File: config.mk
export PLATFORM = sky130hd
export DESIGN_NAME = hazard_ctrl
export DESIGN_NICKNAME = d
export VERILOG_FILES = /design/src/rtl/hazard_ctrl.sv
export SDC_FILE = /design/constraint.sdc
export NUM_CORES = 1
export LEC_CHECK = 0
export CAP_MARGIN = 10
export CORE_ASPECT_RATIO = 0.9
export CORE_MARGIN = 4
export CORE_UTILIZATION = 39
export CTS_BUF_LIST = sky130_fd_sc_hd__clkbuf_2 sky130_fd_sc_hd__clkbuf_4 sky130_fd_sc_hd__clkbuf_8
export DETAILED_ROUTE_END_ITERATION = 6
export MAX_ROUTING_LAYER = met4
export PLACE_DENSITY = 0.75
export SYNTH_ARGS = -nofsm -noshare
export SYNTH_HDL_FRONTEND = slang
export SYNTH_SLANG_ARGS = --single-unit
File: constraint.sdc
create_clock -name clk -period 2.39 [get_ports clk]
set_input_delay 0.478 -clock clk [delete_from_list [all_inputs] [get_ports clk]]
set_output_delay 0.478 -clock clk [all_outputs]
set_load 0.01 [all_outputs]
File: src/rtl/hazard_ctrl.sv
// Hazard and forwarding controller for the F/D/E/M/W pipeline.
// Produces E-stage forward selects, stage stalls/flushes and event counters.
module hazard_ctrl #(
  parameter int AW     = 5,
  parameter int MD_LAT = 4,
  parameter int FWD_EN = 1,
  parameter int CNT_W  = 16
) (
  input  logic             clk,
  input  logic             rst,
  input  logic [AW-1:0]    rs1D,
  input  logic [AW-1:0]    rs2D,
  input  logic [AW-1:0]    rs1E,
  input  logic [AW-1:0]    rs2E,
  input  logic [AW-1:0]    rdE,
  input  logic [AW-1:0]    rdM,
  input  logic [AW-1:0]    rdW,
  input  logic             regwriteE,
  input  logic             regwriteM,
  input  logic             regwriteW,
  input  logic             loadE,
  input  logic             mdopE,
  input  logic             pcsrcE,
  output logic             stallF,
  output logic             stallD,
  output logic             stallE,
  output logic             flushD,
  output logic             flushE,
  output logic             flushM,
  output logic [1:0]       forwardAE,
  output logic [1:0]       forwardBE,
  output logic             md_busy,
  output logic [CNT_W-1:0] stall_cnt,
  output logic [CNT_W-1:0] flush_cnt
);

  localparam int CW = (MD_LAT > 1) ? $clog2(MD_LAT) : 1;
  localparam logic [CW-1:0] CLAST = CW'(MD_LAT - 1);

  typedef struct packed {
    logic stall_f;
    logic stall_d;
    logic stall_e;
    logic flush_d;
    logic flush_e;
    logic flush_m;
  } ctl_t;

  function automatic logic dep(
    input logic [AW-1:0] rs,
    input logic [AW-1:0] rd,
    input logic          we
  );
    return we && (rs != '0) && (rs == rd);
  endfunction

  function automatic logic [1:0] fsel(
    input logic [AW-1:0] rs,
    input logic [AW-1:0] rd_m,
    input logic          we_m,
    input logic [AW-1:0] rd_w,
    input logic          we_w
  );
    logic [1:0] s;
    s = 2'b00;
    if (dep(rs, rd_m, we_m))
      s = 2'b10;
    else if (dep(rs, rd_w, we_w))
      s = 2'b01;
    return s;
  endfunction

  logic [CW-1:0] cnt;
  logic          md_hold;
  logic          lw_haz;
  logic          raw_haz;
  logic          sel_rst;
  logic          sel_md;
  logic          sel_br;
  logic          sel_hz;
  ctl_t          ctl;

  assign md_hold = !rst && mdopE && (cnt != CLAST);
  assign md_busy = md_hold;

  assign lw_haz = loadE && regwriteE && (rdE != '0) &&
                  ((rdE == rs1D) || (rdE == rs2D));

  generate
    if (FWD_EN != 0) begin : g_fwd
      assign raw_haz = 1'b0;

      always_comb begin
        forwardAE = 2'b00;
        forwardBE = 2'b00;
        if (!rst) begin
          forwardAE = fsel(rs1E, rdM, regwriteM, rdW, regwriteW);
          forwardBE = fsel(rs2E, rdM, regwriteM, rdW, regwriteW);
        end
      end
    end else begin : g_nofwd
      // Write-first regfile: only producers still in E or M conflict.
      assign raw_haz = dep(rs1D, rdE, regwriteE) ||
                       dep(rs2D, rdE, regwriteE) ||
                       dep(rs1D, rdM, regwriteM) ||
                       dep(rs2D, rdM, regwriteM);
      assign forwardAE = 2'b00;
      assign forwardBE = 2'b00;
    end
  endgenerate

  // One-hot priority: reset, md hold, redirect, data hazard.
  assign sel_rst = rst;
  assign sel_md  = md_hold;
  assign sel_br  = !rst && !md_hold && pcsrcE;
  assign sel_hz  = !rst && !md_hold && !pcsrcE &&
                   (lw_haz || raw_haz);

  always_comb begin
    ctl = '0;
    unique case (1'b1)
      sel_rst: begin
        ctl.flush_d = 1'b1;
        ctl.flush_e = 1'b1;
        ctl.flush_m = 1'b1;
      end
      sel_md: begin
        ctl.stall_f = 1'b1;
        ctl.stall_d = 1'b1;
        ctl.stall_e = 1'b1;
        ctl.flush_m = 1'b1;
      end
      sel_br: begin
        ctl.flush_d = 1'b1;
        ctl.flush_e = 1'b1;
      end
      sel_hz: begin
        ctl.stall_f = 1'b1;
        ctl.stall_d = 1'b1;
        ctl.flush_e = 1'b1;
      end
      default: ctl = '0;
    endcase
  end

  assign stallF = ctl.stall_f;
  assign stallD = ctl.stall_d;
  assign stallE = ctl.stall_e;
  assign flushD = ctl.flush_d;
  assign flushE = ctl.flush_e;
  assign flushM = ctl.flush_m;

  always_ff @(posedge clk) begin
    if (rst)
      cnt <= '0;
    else if (md_hold)
      cnt <= cnt + 1'b1;
    else
      cnt <= '0;
  end

  // Saturating event counters; reset-forced flushes are not counted.
  always_ff @(posedge clk) begin
    if (rst) begin
      stall_cnt <= '0;
      flush_cnt <= '0;
    end else begin
      if (ctl.stall_d && (stall_cnt != '1))
        stall_cnt <= stall_cnt + 1'b1;
      if ((ctl.flush_d || ctl.flush_e) && (flush_cnt != '1))
        flush_cnt <= flush_cnt + 1'b1;
    end
  end

endmodule

==> results.cfg <==
[clocking]
cts_hold_buffers = 0
cts_buffers = 5
htree_levels = 2
cts.reportedPaths.clkPinSlew_ps = 80
clock_path_buffers = 2
cts_tree = built
cts_num_sinks = 34
root_buffer = clkbuf_8
clock_latency_ps = 280

[yosys]
synth-seq-cells = 34
synth.area.top_cells = dfxtp_1, xnor2_1, a21oi_1
yosysTopAreaCell = dfxtp_1
synthMuxAreaShare_pct = 3.254
synth_warnings = 0
synth-simple-area-share_pct = 31.88
synth_top_family_by_area = simple AND/OR/NAND/NOR gates
yosysUniqueCellTypes = 48
synthesis.nets = 319
synth-adder-area-share_pct = 1.655
seq_area_frac_synth_pct = 30.01
synth_edf_count = 0
synth.cell_area_um2 = 2268
syn_inst = 273
synth_flop_cell = dfxtp_1
avgSynthCellArea_um2 = 8.309
synth_compound_area_share_pct = 15.89
synth_xor_area_share_pct = 11.58
async_flop_share_pct = 0
yosysTopAreaCellShare_pct = 30.01

[die]
ioPinCount = 86
dieArea_um2 = 7102
chipHeight_um = 80.35
fp-row-count = 26
core_um2 = 5660
initial_utilization_pct = 40.08
die_w_um = 88.39

[timing]
tightest_slew_ps = 498.7
rsz0062_at_grt = yes
worst_slack_ps = 28.56
fmax_ghz = 0.4235
post-route-min-period_ps = 2361
setup_tns_ps = 0
drv_slew = 0
clock_skew_ps = 5.342
relSlewSlack_pct = 66.50
finalSetupViolCount = 0
final-hold-violation-count = 0
whs_ps = 429.4
finalCritPeriodShare_pct = 98.81

[setup_path]
cp-end-kind = output port
timing.rr.start = flush_cnt[0]$_SDFFE_PP0P_
critPathSlowestCell = or4_4
timing.rr.end = flush_cnt[8]$_SDFFE_PP0P_
crit_type = primary input to output port
cpPeakStageDelay_ps = 520
critPathCapture = forwardBE[0]
r2r_slack_ps = 170
path_cells = clkdlybuf4s15_1 -> or4_4 -> nor2_4 -> nor4_4 -> nor4_2 -> buf_2
worstSetupStartpointType = primary input
worstPathRequired_ps = 1910
ff2ff_path_depth = 8
startpoint = rs2E[2]
cp.arrival_ps = 1880
critical_path_peak_fanout = 2

[flow_run]
max-cap-violations = 0

[route]
wl_um = 6791
drc = 0
drt_first_iter_violations = 150
vias = 2461
routed_via_density = 5.518
post_drt_wl_per_cell_um = 15.23
drt_first_pass_iters = 4
ant_nets = 0

[placement]
place.gp.congestion = 0.8003
place_hpwl_um = 4849
dp_slack_ps = -591.8
io_buffers = 85
placed_cell_area_um2 = 3264

[outcome]
run_status = completed

[grt]
grt_pass1_vias = 2407
grt_max_degree = 32
antenna_found_initial = 0
grt-ovfl-total = 0
grt_pass1_wl_um = 10670
grt_use_total_pct = 19.17

[pwr]
powerDensity_nw_per_um2 = 379.2
peakVddDrop_v = 0.0002581
p_leak_nw = 1.204
power_w = 0.001311

[cells_and_area]
antenna_cells = 0
layout_commonest_cell = clkdlybuf4s50_1
area_growth_pct = 52.45
final_cell_mix = clkdlybuf4s50_1, dfxtp_1, xnor2_1
seqCellArea_um2 = 680.7
fill_cells = 503
nNetsFinal = 421
drive_gt1_share_pct = 19.15
multi_input_area_um2 = 1590
fin_area_um2 = 3458

[min_path]
hold_class = register to register
## where the power goes
| group | total (W) | switching (W) | internal (W) |
|---|---|---|---|
| combinational | 0.000267 | 0.000126 | 0.000141 |
| sequential | 0.000580 | 0.00000701 | 0.000573 |
| clock | 0.000465 | 0.000220 | 0.000244 |
## layout make-up
cell class | instances | share of cell area [%]
Multi-Input combinational cell | 218 | 45.98
Timing Repair Buffer | 108 | 28.18
Sequential cell | 34 | 19.68
Clock buffer | 7 | 2.605
Tap cell | 70 | 2.533
Inverter | 8 | 0.8683
Clock inverter | 1 | 0.1447
## worst max-delay path, delay by kind of cell
kind | cells | cell delay, ps
and+or+nand+nor | 4 | 1030
buffers and inverters | 2 | 370
## cell usage after synthesis (6+ instances only)
library cell	number
dfxtp_1	34
nand3_1	17
nand4_1	8
nor2_1	10
or3_1	13
o31ai_1	7
o21ai_0	13
nor4_1	8
xnor2_1	26
or4_1	13
inv_1	7
a21oi_1	22
nand2_1	22
nor3_1	6
## kinds of logic (layout without fill, tap and decap cells)
group,count (synthesis),in the layout
AO/OA/AOI/OAI,56,56
XOR/XNOR,30,30
flip-flops,34,34
AND/OR/NAND/NOR,123,123
multiplexers,6,6
buffers and inverters,21,124
adder cells (fa/ha/maj),3,3
## through the flow
step	utilization, %	instances
3_3_place_gp	57.67	436
5_1_grt	61.10	446
3_5_place_dp	57.67	436
2_1_floorplan	-	273
6_report	61.10	446
4_1_cts	59.95	446
## repair_timing
action	4_1_cts	5_1_grt
gates cloned	0	0
gates resized for setup	62	20
setup endpoints to repair	14	9
pin swaps	13	13
setup buffers	2	0
## sequential cells by signal, indices dropped and copies added (netlist names)
name	count
flush_cnt	16
cnt	2
stall_cnt	16
## worst min-delay path by stage
stage / start / to / slack (ps) / depth (start not counted)
6_report: cnt[0]$_SDFF_PP0_ / cnt[0]$_SDFF_PP0_ / 430 / 1
5_1_grt: cnt[0]$_SDFF_PP0_ / cnt[0]$_SDFF_PP0_ / 460 / 1
4_1_cts: cnt[0]$_SDFF_PP0_ / cnt[0]$_SDFF_PP0_ / 440 / 1
3_5_place_dp: cnt[0]$_SDFF_PP0_ / cnt[0]$_SDFF_PP0_ / 420 / 1
3_3_place_gp: cnt[0]$_SDFF_PP0_ / cnt[0]$_SDFF_PP0_ / 410 / 1
2_1_floorplan: cnt[0]$_SDFF_PP0_ / cnt[0]$_SDFF_PP0_ / 410 / 1
## routing by layer
layer / track usage, % / wire (um)
met1: 23.27 / 3075
met2: 31.39 / 3185
met3: 4.103 / 435
met4: 6.647 / 94
met5: - / 0
Note: power is estimated with default switching activity, not from simulation.
